===== config.mk =====
export PLATFORM = sky130hd
export DESIGN_NAME = id_ex_stage_flat
export DESIGN_NICKNAME = d
export VERILOG_FILES = /design/src/rtl/id_ex_if.sv /design/src/rtl/id_ex_stage.sv /design/src/flat_wrapper.sv
export SDC_FILE = /design/constraint.sdc
export NUM_CORES = 1
export LEC_CHECK = 0
export BUFFER_PORTS_ARGS = -buffer_cell sky130_fd_sc_hd__buf_4
export CELL_PAD_IN_SITES_DETAIL_PLACEMENT = 0
export CELL_PAD_IN_SITES_GLOBAL_PLACEMENT = 2
export CORE_AREA = 2 2 141 143
export CTS_BUF_LIST = sky130_fd_sc_hd__clkbuf_4 sky130_fd_sc_hd__clkbuf_8
export DETAILED_ROUTE_END_ITERATION = 8
export DIE_AREA = 0 0 143 145
export PLACE_DENSITY_LB_ADDON = 0.05
export SLEW_MARGIN = 20
export SYNTH_ARGS = -nofsm -noshare
export SYNTH_HDL_FRONTEND = slang
export SYNTH_SLANG_ARGS = --single-unit

===== constraint.sdc =====
create_clock -name clk -period 3.2 [get_ports clk]
set_input_delay 0.16 -clock clk [delete_from_list [all_inputs] [get_ports clk]]
set_output_delay 0.16 -clock clk [all_outputs]
set_load 0.1 [all_outputs]

===== src/rtl/id_ex_if.sv =====
// id_ex_if: ID-to-EX stage bus; define ID_EX_PERF_CNT_EN to add the stall/flush counters
interface id_ex_if #(
   parameter int DATA_W = 32
`ifdef ID_EX_PERF_CNT_EN
   , parameter int CNT_W = 16
`endif
);
   logic              PCSrc;
   logic [DATA_W-1:0] PC_ID, IMM_ID, REG_DATA1_ID, REG_DATA2_ID;
   logic [2:0]        FUNCT3_ID;
   logic [6:0]        FUNCT7_ID, OPCODE_ID;
   logic [4:0]        RD_ID, RS1_ID, RS2_ID;
   logic              PC_write, IF_ID_write, VALID_EX;
   logic [DATA_W-1:0] PC_EX, IMM_EX, REG_DATA1_EX, REG_DATA2_EX;
   logic [2:0]        FUNCT3_EX;
   logic [6:0]        FUNCT7_EX;
   logic [4:0]        RD_EX, RS1_EX, RS2_EX;
   logic              RegWrite_EX, MemRead_EX, MemWrite_EX, MemtoReg_EX, ALUSrc_EX, Branch_EX;
   logic [1:0]        ALUOp_EX;
`ifdef ID_EX_PERF_CNT_EN
   logic [CNT_W-1:0]  STALL_CNT, FLUSH_CNT;
`endif

   modport slave (
      input  PCSrc, PC_ID, IMM_ID, REG_DATA1_ID, REG_DATA2_ID, FUNCT3_ID, FUNCT7_ID, OPCODE_ID,
             RD_ID, RS1_ID, RS2_ID,
      output PC_write, IF_ID_write, VALID_EX, PC_EX, IMM_EX, REG_DATA1_EX, REG_DATA2_EX,
             FUNCT3_EX, FUNCT7_EX, RD_EX, RS1_EX, RS2_EX, RegWrite_EX, MemRead_EX, MemWrite_EX,
             MemtoReg_EX, ALUSrc_EX, Branch_EX, ALUOp_EX
`ifdef ID_EX_PERF_CNT_EN
      , output STALL_CNT, FLUSH_CNT
`endif
   );

   modport master (
      output PCSrc, PC_ID, IMM_ID, REG_DATA1_ID, REG_DATA2_ID, FUNCT3_ID, FUNCT7_ID, OPCODE_ID,
             RD_ID, RS1_ID, RS2_ID,
      input  PC_write, IF_ID_write, VALID_EX, PC_EX, IMM_EX, REG_DATA1_EX, REG_DATA2_EX,
             FUNCT3_EX, FUNCT7_EX, RD_EX, RS1_EX, RS2_EX, RegWrite_EX, MemRead_EX, MemWrite_EX,
             MemtoReg_EX, ALUSrc_EX, Branch_EX, ALUOp_EX
`ifdef ID_EX_PERF_CNT_EN
      , input STALL_CNT, FLUSH_CNT
`endif
   );
endinterface


===== src/rtl/id_ex_stage.sv =====
// id_ex_stage: RISC-V ID/EX register with decode, load-use stall and flush; ID_EX_PERF_CNT_EN adds counters
module id_ex_stage #(
   parameter int DATA_W = 32
`ifdef ID_EX_PERF_CNT_EN
   , parameter int CNT_W = 16
`endif
) (
   input logic     clk,
   input logic     reset,
   id_ex_if.slave  bus
);
   typedef struct packed {
      logic              valid;
      logic [DATA_W-1:0] pc, imm, rd1, rd2;
      logic [2:0]        f3;
      logic [6:0]        f7;
      logic [4:0]        rd, rs1, rs2;
      logic              rw, mr, mw, m2r, alusrc, br;
      logic [1:0]        aluop;
   } ex_t;

   ex_t  ex_d, ex_q;
   logic is_r, is_i, is_ld, is_st, is_br, dv, rs2_used, stall;

   assign is_r     = bus.OPCODE_ID == 7'b0110011;
   assign is_i     = bus.OPCODE_ID == 7'b0010011;
   assign is_ld    = bus.OPCODE_ID == 7'b0000011;
   assign is_st    = bus.OPCODE_ID == 7'b0100011;
   assign is_br    = bus.OPCODE_ID == 7'b1100011;
   assign dv       = is_r | is_i | is_ld | is_st | is_br;
   assign rs2_used = is_r | is_st | is_br;

   // a flush squashes the ID instruction anyway, so it never needs to stall
   assign stall = ex_q.mr & ex_q.valid & (|ex_q.rd) & dv & ~bus.PCSrc &
                  ((ex_q.rd == bus.RS1_ID) | (rs2_used & (ex_q.rd == bus.RS2_ID)));
   assign bus.PC_write    = ~stall;
   assign bus.IF_ID_write = ~stall;

   // next EX contents: ID fields plus control decoded from the opcode
   always_comb begin
      ex_d        = '0;
      ex_d.valid  = dv;
      ex_d.pc     = bus.PC_ID;
      ex_d.imm    = bus.IMM_ID;
      ex_d.rd1    = bus.REG_DATA1_ID;
      ex_d.rd2    = bus.REG_DATA2_ID;
      ex_d.f3     = bus.FUNCT3_ID;
      ex_d.f7     = bus.FUNCT7_ID;
      ex_d.rd     = bus.RD_ID;
      ex_d.rs1    = bus.RS1_ID;
      ex_d.rs2    = bus.RS2_ID;
      ex_d.rw     = is_r | is_i | is_ld;
      ex_d.mr     = is_ld;
      ex_d.mw     = is_st;
      ex_d.m2r    = is_ld;
      ex_d.alusrc = is_i | is_ld | is_st;
      ex_d.br     = is_br;
      ex_d.aluop  = is_r ? 2'b10 : is_i ? 2'b11 : is_br ? 2'b01 : 2'b00;
   end

   // pipeline register; flush or stall loads an all-zero bubble
   always_ff @(posedge clk or negedge reset)
      if (!reset) ex_q <= '0;
      else        ex_q <= (bus.PCSrc | stall) ? '0 : ex_d;

   assign bus.VALID_EX     = ex_q.valid;
   assign bus.PC_EX        = ex_q.pc;
   assign bus.IMM_EX       = ex_q.imm;
   assign bus.REG_DATA1_EX = ex_q.rd1;
   assign bus.REG_DATA2_EX = ex_q.rd2;
   assign bus.FUNCT3_EX    = ex_q.f3;
   assign bus.FUNCT7_EX    = ex_q.f7;
   assign bus.RD_EX        = ex_q.rd;
   assign bus.RS1_EX       = ex_q.rs1;
   assign bus.RS2_EX       = ex_q.rs2;
   assign bus.RegWrite_EX  = ex_q.rw;
   assign bus.MemRead_EX   = ex_q.mr;
   assign bus.MemWrite_EX  = ex_q.mw;
   assign bus.MemtoReg_EX  = ex_q.m2r;
   assign bus.ALUSrc_EX    = ex_q.alusrc;
   assign bus.Branch_EX    = ex_q.br;
   assign bus.ALUOp_EX     = ex_q.aluop;

`ifdef ID_EX_PERF_CNT_EN
   logic [CNT_W-1:0] stall_cnt, flush_cnt;

   // saturating event counters
   always_ff @(posedge clk or negedge reset)
      if (!reset) begin
         stall_cnt <= '0;
         flush_cnt <= '0;
      end else begin
         stall_cnt <= (stall && !(&stall_cnt)) ? stall_cnt + 1'b1 : stall_cnt;
         flush_cnt <= (bus.PCSrc && !(&flush_cnt)) ? flush_cnt + 1'b1 : flush_cnt;
      end

   assign bus.STALL_CNT = stall_cnt;
   assign bus.FLUSH_CNT = flush_cnt;
`endif
endmodule


===== src/flat_wrapper.sv =====
// flat-port wrapper written by rule: the top's interface ports become plain ports
module id_ex_stage_flat 
#(
   parameter int DATA_W = 32

)
  (clk, reset, bus_PCSrc, bus_PC_ID, bus_IMM_ID, bus_REG_DATA1_ID, bus_REG_DATA2_ID, bus_FUNCT3_ID, bus_FUNCT7_ID, bus_OPCODE_ID, bus_RD_ID, bus_RS1_ID, bus_RS2_ID, bus_PC_write, bus_IF_ID_write, bus_VALID_EX, bus_PC_EX, bus_IMM_EX, bus_REG_DATA1_EX, bus_REG_DATA2_EX, bus_FUNCT3_EX, bus_FUNCT7_EX, bus_RD_EX, bus_RS1_EX, bus_RS2_EX, bus_RegWrite_EX, bus_MemRead_EX, bus_MemWrite_EX, bus_MemtoReg_EX, bus_ALUSrc_EX, bus_Branch_EX, bus_ALUOp_EX);
  id_ex_if #(.DATA_W(DATA_W)) bus_i ();
  input logic clk;
  input logic reset;
  input wire logic [$bits(bus_i.PCSrc)-1:0] bus_PCSrc;
  input wire logic [$bits(bus_i.PC_ID)-1:0] bus_PC_ID;
  input wire logic [$bits(bus_i.IMM_ID)-1:0] bus_IMM_ID;
  input wire logic [$bits(bus_i.REG_DATA1_ID)-1:0] bus_REG_DATA1_ID;
  input wire logic [$bits(bus_i.REG_DATA2_ID)-1:0] bus_REG_DATA2_ID;
  input wire logic [$bits(bus_i.FUNCT3_ID)-1:0] bus_FUNCT3_ID;
  input wire logic [$bits(bus_i.FUNCT7_ID)-1:0] bus_FUNCT7_ID;
  input wire logic [$bits(bus_i.OPCODE_ID)-1:0] bus_OPCODE_ID;
  input wire logic [$bits(bus_i.RD_ID)-1:0] bus_RD_ID;
  input wire logic [$bits(bus_i.RS1_ID)-1:0] bus_RS1_ID;
  input wire logic [$bits(bus_i.RS2_ID)-1:0] bus_RS2_ID;
  output wire logic [$bits(bus_i.PC_write)-1:0] bus_PC_write;
  output wire logic [$bits(bus_i.IF_ID_write)-1:0] bus_IF_ID_write;
  output wire logic [$bits(bus_i.VALID_EX)-1:0] bus_VALID_EX;
  output wire logic [$bits(bus_i.PC_EX)-1:0] bus_PC_EX;
  output wire logic [$bits(bus_i.IMM_EX)-1:0] bus_IMM_EX;
  output wire logic [$bits(bus_i.REG_DATA1_EX)-1:0] bus_REG_DATA1_EX;
  output wire logic [$bits(bus_i.REG_DATA2_EX)-1:0] bus_REG_DATA2_EX;
  output wire logic [$bits(bus_i.FUNCT3_EX)-1:0] bus_FUNCT3_EX;
  output wire logic [$bits(bus_i.FUNCT7_EX)-1:0] bus_FUNCT7_EX;
  output wire logic [$bits(bus_i.RD_EX)-1:0] bus_RD_EX;
  output wire logic [$bits(bus_i.RS1_EX)-1:0] bus_RS1_EX;
  output wire logic [$bits(bus_i.RS2_EX)-1:0] bus_RS2_EX;
  output wire logic [$bits(bus_i.RegWrite_EX)-1:0] bus_RegWrite_EX;
  output wire logic [$bits(bus_i.MemRead_EX)-1:0] bus_MemRead_EX;
  output wire logic [$bits(bus_i.MemWrite_EX)-1:0] bus_MemWrite_EX;
  output wire logic [$bits(bus_i.MemtoReg_EX)-1:0] bus_MemtoReg_EX;
  output wire logic [$bits(bus_i.ALUSrc_EX)-1:0] bus_ALUSrc_EX;
  output wire logic [$bits(bus_i.Branch_EX)-1:0] bus_Branch_EX;
  output wire logic [$bits(bus_i.ALUOp_EX)-1:0] bus_ALUOp_EX;
  assign bus_i.PCSrc = bus_PCSrc;
  assign bus_i.PC_ID = bus_PC_ID;
  assign bus_i.IMM_ID = bus_IMM_ID;
  assign bus_i.REG_DATA1_ID = bus_REG_DATA1_ID;
  assign bus_i.REG_DATA2_ID = bus_REG_DATA2_ID;
  assign bus_i.FUNCT3_ID = bus_FUNCT3_ID;
  assign bus_i.FUNCT7_ID = bus_FUNCT7_ID;
  assign bus_i.OPCODE_ID = bus_OPCODE_ID;
  assign bus_i.RD_ID = bus_RD_ID;
  assign bus_i.RS1_ID = bus_RS1_ID;
  assign bus_i.RS2_ID = bus_RS2_ID;
  assign bus_PC_write = bus_i.PC_write;
  assign bus_IF_ID_write = bus_i.IF_ID_write;
  assign bus_VALID_EX = bus_i.VALID_EX;
  assign bus_PC_EX = bus_i.PC_EX;
  assign bus_IMM_EX = bus_i.IMM_EX;
  assign bus_REG_DATA1_EX = bus_i.REG_DATA1_EX;
  assign bus_REG_DATA2_EX = bus_i.REG_DATA2_EX;
  assign bus_FUNCT3_EX = bus_i.FUNCT3_EX;
  assign bus_FUNCT7_EX = bus_i.FUNCT7_EX;
  assign bus_RD_EX = bus_i.RD_EX;
  assign bus_RS1_EX = bus_i.RS1_EX;
  assign bus_RS2_EX = bus_i.RS2_EX;
  assign bus_RegWrite_EX = bus_i.RegWrite_EX;
  assign bus_MemRead_EX = bus_i.MemRead_EX;
  assign bus_MemWrite_EX = bus_i.MemWrite_EX;
  assign bus_MemtoReg_EX = bus_i.MemtoReg_EX;
  assign bus_ALUSrc_EX = bus_i.ALUSrc_EX;
  assign bus_Branch_EX = bus_i.Branch_EX;
  assign bus_ALUOp_EX = bus_i.ALUOp_EX;
  id_ex_stage #(.DATA_W(DATA_W)) u_core (.clk(clk), .reset(reset), .bus(bus_i));
endmodule

==> results.sh, run 1 <==
export IMPL_ys_warn_count=0
export IMPL_port_buffer_count=326
export IMPL_overflow=0
export IMPL_synthCells=389
export IMPL_synth_fp_nets=552
export IMPL_hold_class="primary input to flip-flop"
export IMPL_crit_path_max_fanout=10
export IMPL_min_from="bus_OPCODE_ID[3]"
export IMPL_r2r_start="u_core.bus.RD_EX[1]"
export IMPL_drc=0
export IMPL_nNetsFinal=1023
export IMPL_period_share=0.838
export IMPL_maxCapViolCount=0
export IMPL_drive_above_1_share=0.418
export IMPL_grt_pass1_wl_um=28500
export IMPL_firstDrtPassIters=4
export IMPL_via_per_inst=4.21
export IMPL_finalSetupViolCount=0
export IMPL_status="finished clean"
export IMPL_rows=51
export IMPL_synth_seq_cells=161
export IMPL_min_period_ps=2680
export IMPL_start_util=0.294
export IMPL_wl_um=18400
export IMPL_crit_path_frequent_cell="buf_4"
export IMPL_end_kind="primary output"
export IMPL_cts_root_buf="clkbuf_8"
export IMPL_ys_async_sr_fraction=1.00
export IMPL_power_density_mw_per_mm2=515
export IMPL_synth_edf_count=0
export IMPL_reg2reg_to="u_core.bus.VALID_EX"
export IMPL_dr_total_vias=4792
export IMPL_grt_max_degree=87
export IMPL_final_common_cell="buf_4"
export IMPL_regToRegSetupSlack_ps=1000
export IMPL_cts_tree="done"
export IMPL_cts_max_path_buffers=2
export IMPL_dpl_hpwl_um=12000
export IMPL_clock_fmax_ghz=0.373
export IMPL_leakage_nw=4.98
export IMPL_hold_viol_final=0
export IMPL_synth_area_sq_mm=0.00564
export IMPL_max_slew_worst_pin_slew_ps=931
export IMPL_wl_per_cell_um=16.2
export IMPL_grt_setup_unrepaired="false"
export IMPL_antenna_found_initial=0
export IMPL_insertion_delay_ps=440
export IMPL_io_pins=327
export IMPL_critPathKind="primary input to primary output"
export IMPL_finalCoreUtilization=0.540
export IMPL_ys_types=26
export IMPL_layout_common_cells="buf_4, dfrtp_1, dlygate4sd3_1"
export IMPL_post_cts_buffers=0
export IMPL_antenna_cells=0
export IMPL_worstSetupStartpointType="primary input"
export IMPL_die_y_um=145
export IMPL_first_iter_violations=171
export IMPL_critPathCapture="bus_IF_ID_write"
export IMPL_fin_skew_ps=10.3
export IMPL_gp_congestion=0.720
export IMPL_slew_violations=0
export IMPL_area_growth_pct=84.1
export IMPL_critPathLaunch="bus_OPCODE_ID[2]"
export IMPL_clkSinkCount=161
export IMPL_cts_buffers=17
export IMPL_synth_area_per_cell_sq_um=14.5
export IMPL_ys_flop_type="dfrtp_1"
export IMPL_netlist_top_cells_area="dfrtp_1, nor3b_1, buf_4"
export IMPL_ant_nets=0
export IMPL_grt_usage=0.178
export IMPL_arrival_ps=2520
export IMPL_cp_slowest_cell="dlygate4sd3_1"
export IMPL_tns_ps=0
export IMPL_vdd_drop_max_uv=241
export IMPL_clkTransAtPathRegs_ps=80
export IMPL_die_x_um=143
export IMPL_fp_coreArea_sq_mm=0.0192
export IMPL_yosysTopAreaCell="dfrtp_1"
export IMPL_yosysSeqAreaShare=0.715
export IMPL_critPathRequiredTime_ps=3040
export IMPL_synth_top_area_frac=0.715
export IMPL_cpPeakStageDelay_ps=560
export IMPL_dieArea_sq_mm=0.0207
export IMPL_slew_headroom=0.379
export IMPL_cts_max_level=4
export IMPL_holdWs_ps=46.7
export IMPL_grt_pass1_vias=5355
export IMPL_r2r_cells=6
export IMPL_path_cells="dlygate4sd3_1, buf_4, nand4bb_1, or2_0, a2111o_1, a21oi_4, inv_1, buf_4"
==> synthesized netlist by cell type (2+ instances only) <==
cell / n
a2111oi_0: 2
buf_2: 8
buf_4: 11
clkbuf_1: 18
dfrtp_1: 161
nand2_1: 2
nor2_1: 3
nor3_1: 3
nor3b_1: 153
nor4_1: 3
nor4b_1: 2
xnor2_1: 3
xor2_1: 7
==> critical path, delay by kind of cell <==
family,cells,cell delay [ps]
AO/OA/AOI/OAI,2,720
buffers and inverters,4,1070
AND/OR/NAND/NOR,2,560
==> how the worst min path moves through the flow <==
stage | endpoint | slack, ps | cells after the start
floorplan | u_core.bus.ALUOp_EX[0] | -140 | 0
global placement | u_core.bus.PC_EX[19] | 260 | 1
detailed placement | u_core.bus.PC_EX[18] | 270 | 1
CTS | u_core.bus.Branch_EX | 4 | 4
global route | u_core.bus.Branch_EX | 30 | 4
finish | u_core.bus.VALID_EX | 50 | 3
==> sequential cells by signal (all words and copies together), names as in the netlist, 2 cells and up <==
| register | cells |
|---|---|
| u_core.bus.REG_DATA1_EX | 32 |
| u_core.bus.REG_DATA2_EX | 32 |
| u_core.bus.ALUOp_EX | 2 |
| u_core.bus.RS1_EX | 5 |
| u_core.bus.FUNCT3_EX | 3 |
| u_core.bus.RD_EX | 5 |
| u_core.bus.IMM_EX | 32 |
| u_core.bus.FUNCT7_EX | 7 |
| u_core.bus.PC_EX | 32 |
| u_core.bus.RS2_EX | 5 |
==> where the power goes <==
| group | switching [mW] | total, mW | internal [mW] |
|---|---|---|---|
| combinational | 0.974 | 1.42 | 0.449 |
| sequential | 0.0330 | 2.16 | 2.13 |
| clock | 0.759 | 1.75 | 0.995 |
| total | 1.77 | 5.34 | 3.58 |
==> cells by family (layout without fill, tap and decap cells) <==
family | Yosys count | in the layout | share of synthesized area
AO/OA/AOI/OAI | 6 | 6 | 0.00954
XOR/XNOR | 10 | 10 | 0.0155
buffers and inverters | 39 | 523 | 0.0351
flip-flops | 161 | 161 | 0.715
AND/OR/NAND/NOR | 173 | 173 | 0.225
==> through the flow <==
step | setup WS, ps | instance area (sq um) | total power [mW] | cells
global placement | 894 | 8320 | 3.47 | 948
floorplan | 17.7 | 5640 | 3.06 | 389
finish | 519 | 10400 | 5.34 | 1138
detailed placement | 827 | 8320 | 3.48 | 948
global route | 374 | 10400 | 5.56 | 1138
CTS | 479 | 10400 | 5.42 | 1138
==> metal layers <==
layer | vias to the layer above | part of all wire | global-route usage | wire length, um
li1 | 2272 | - | - | -
met1 | 2289 | 0.39 | 0.198 | 7100
met2 | 210 | 0.51 | 0.310 | 9340
met3 | 21 | 0.088 | 0.0690 | 1620
met4 | 0 | 0.018 | 0.0599 | 335
met5 | - | 0 | 0 | 0
==> area by class of cell <==
class / count / area (sq um)
clock buffer: 20 / 275
clock inverter: 12 / 205
fill: 1651 / 8830
inverter: 1 / 3.75
multi-input combinational: 189 / 1420
sequential: 161 / 4030
tap: 265 / 332
timing repair buffer: 490 / 4120
==> repair_timing <==
item                                   4_1_cts  5_1_grt
endpoints found under the hold margin      240        0
hold buffers                               158        0
resized for setup                            0        0
Power figures use the tool's default switching activity.
==> run 2: changes to the inputs <==
Settings changed: CORE_AREA 2 2 141 143 to 2 2 148 150, DIE_AREA 0 0 143 145 to 0 0 150 152.
Clock period 3.2 ns to 2.6 ns, I/O delays scaled along.
==> run 2 against run 1 <==
  * Combinational power is 24% higher
  * Setup slack got worse by 300 ps
  * Non-clock buffer count up 9
  * Global-route usage down 1.2 points
  * Sequential cell count unchanged
  * Clock power is 11% higher
  * Sequential share of layout area about the same
  * Critical path depth decreased by 2
  * Cell count up 2.2%
  * Hold slack gained 15 ps
  * Largest cell class unchanged
  * First-iteration DRC count down 34%
  * Register-to-register slack worse by 740 ps
==> results.sh, run 2 (same netlist as run 1, synthesis figures left out) <==
export IMPL_io_pins=327
export IMPL_die_x_um=150
export IMPL_clkSinkCount=161
export IMPL_power_internal_mw=4.14
export IMPL_nFillCells=2003
export IMPL_wl_per_cell_um=16.1
export IMPL_final_common_cell="buf_4"
export IMPL_cts_tree="done"
export IMPL_rows=54
export IMPL_clkTransAtPathRegs_ps=90
export IMPL_gp_congestion=0.732
export IMPL_swShare=0.350
export IMPL_via_per_inst=4.19
export IMPL_vdd_drop_max_uv=300
export IMPL_finalPower_mw=6.37
export IMPL_cts_buffers=17
export IMPL_wl_um=18700
export IMPL_slew_headroom=0.412
export IMPL_holdPathStages=5
export IMPL_max_slew_worst_pin_slew_ps=882
export IMPL_start_util=0.264
export IMPL_dpl_hpwl_um=12700
export IMPL_hold_class="primary input to flip-flop"
export IMPL_power_frac_seq=0.419
export IMPL_grt_usage=0.166
export IMPL_power_frac_comb=0.276
export IMPL_power_switching_mw=2.23
export IMPL_cts_root_buf="clkbuf_8"
export IMPL_min_period_ps=2380
export IMPL_clock_fmax_ghz=0.420
export IMPL_tns_ps=0
export IMPL_status="finished clean"
export IMPL_slew_violations=0
export IMPL_r2r_cells=7
export IMPL_place_ws_ps=358
export IMPL_pwr_share_clk=0.305
export IMPL_crit_path_max_fanout=4
export IMPL_grt_pass1_vias=5456
export IMPL_end_kind="primary output"
export IMPL_grt_pass1_wl_um=29200
export IMPL_overflow=0
export IMPL_grt_max_degree=114
export IMPL_finalSetupViolCount=0
export IMPL_cts_max_path_buffers=2
export IMPL_period_share=0.916
export IMPL_ant_nets=0
export IMPL_cts_resized=0
export IMPL_port_buffer_count=326
export IMPL_critPathRequiredTime_ps=2470
export IMPL_drc=0
export IMPL_drive_above_1_share=0.431
export IMPL_area_growth_pct=85.0
export IMPL_die_y_um=152
export IMPL_worstSetupStartpointType="flip-flop"
export IMPL_firstDrtPassIters=4
export IMPL_fp_coreArea_sq_mm=0.0214
export IMPL_antenna_found_initial=1
export IMPL_arrival_ps=2250
export IMPL_critPathKind="flip-flop to primary output"
export IMPL_maxCapViolCount=0
export IMPL_nNetsFinal=1032
export IMPL_power_density_mw_per_mm2=611
export IMPL_instances_no_fill=1163
export IMPL_dp_cells=969
export IMPL_dieArea_sq_mm=0.0228
export IMPL_leakage_nw=4.98
export IMPL_layout_common_cells="buf_4, dlygate4sd3_1, dfrtp_1"
export IMPL_hold_viol_final=0
export IMPL_grt_setup_unrepaired="false"
export IMPL_finalCoreUtilization=0.488
export IMPL_dr_total_vias=4873
export IMPL_final_setup_worst_slack_ps=217
export IMPL_insertion_delay_ps=450
export IMPL_cts_max_level=4
export IMPL_fin_skew_ps=11.4
export IMPL_first_iter_violations=113
run 2: changes by cell type in the layout (fill, tap and decap cells not counted), sizes merged, moves of 2 or more:
cell	change
buf	+7
bufinv	-3
clkinv	-2
clkinvlp	+2
dlygate4sd3	+2
inv	+3
run 2: routing by layer:
metal | wire, um | vias to the layer above | global-route usage | share of wire
met5 | 0 | - | 0 | 0
met4 | 455 | 0 | 0.0593 | 0.024
met3 | 1730 | 24 | 0.0658 | 0.092
met2 | 9540 | 207 | 0.284 | 0.51
met1 | 6980 | 2351 | 0.185 | 0.37
li1 | - | 2291 | - | -
run 2: timing repair:
item / 4_1_cts / 5_1_grt
pin swaps: 1 / 1
hold buffers: 160 / 0
endpoints found under the setup margin: 2 / 2
hold endpoints to repair: 224 / 0
setup buffers: 0 / 1
run 2: power groups by stage:
stage                     sequential [mW]  combinational, mW  clock, mW
after global routing                 2.68               1.83       2.15
after CTS                            2.67               1.77       2.03
after detailed placement             2.72               1.57          0
final                                2.66               1.76       1.94
after global placement               2.71               1.56          0
after floorplan                      3.63              0.145          0
run 2: path summary, 6_finish.rpt:
| check | startpoint | endpoint | slack (ps) |
|---|---|---|---|
| max | u_core.bus.RD_EX[0] | bus_IF_ID_write | 220 |
| max reg2reg | u_core.bus.RD_EX[0] | u_core.bus.ALUSrc_EX | 260 |
| min | bus_OPCODE_ID[0] | u_core.bus.Branch_EX | 60 |
| min in group asynchronous | reset | u_core.bus.PC_EX[20] | 200 |
| max in group asynchronous | reset | u_core.bus.REG_DATA1_EX[16] | 1600 |
| min reg2reg | u_core.bus.VALID_EX | u_core.bus.Branch_EX | 1170 |
run 2: critical path: stages (launching register included):
cell and delay, ps:
dfrtp_4 500, xor2_1 150, nor4_1 320, o2111ai_1 220, a21oi_4 230, clkinvlp_4 140
buf_4 250
run 2: through the flow:
step / hold WS (ps) / instance area (sq um)
3_3_place_gp: 182 / 8390
6_report: 61.9 / 10400
4_1_cts: 24.0 / 10400
3_5_place_dp: 191 / 8390
5_1_grt: 61.5 / 10400
2_1_floorplan: -166 / 5680
run 2: final cells by class:
| type | instances | area [sq um] | share of cell area |
|---|---|---|---|
| Antenna cell | 1 | 2.50 | 0.000240 |
| Tap cell | 280 | 350 | 0.0336 |
| Sequential cell | 161 | 4050 | 0.388 |
| Multi-Input combinational cell | 189 | 1420 | 0.136 |
| Clock buffer | 20 | 275 | 0.0264 |
| Timing Repair Buffer | 499 | 4180 | 0.401 |
| Inverter | 1 | 7.51 | 0.000720 |
| Clock inverter | 12 | 149 | 0.0143 |
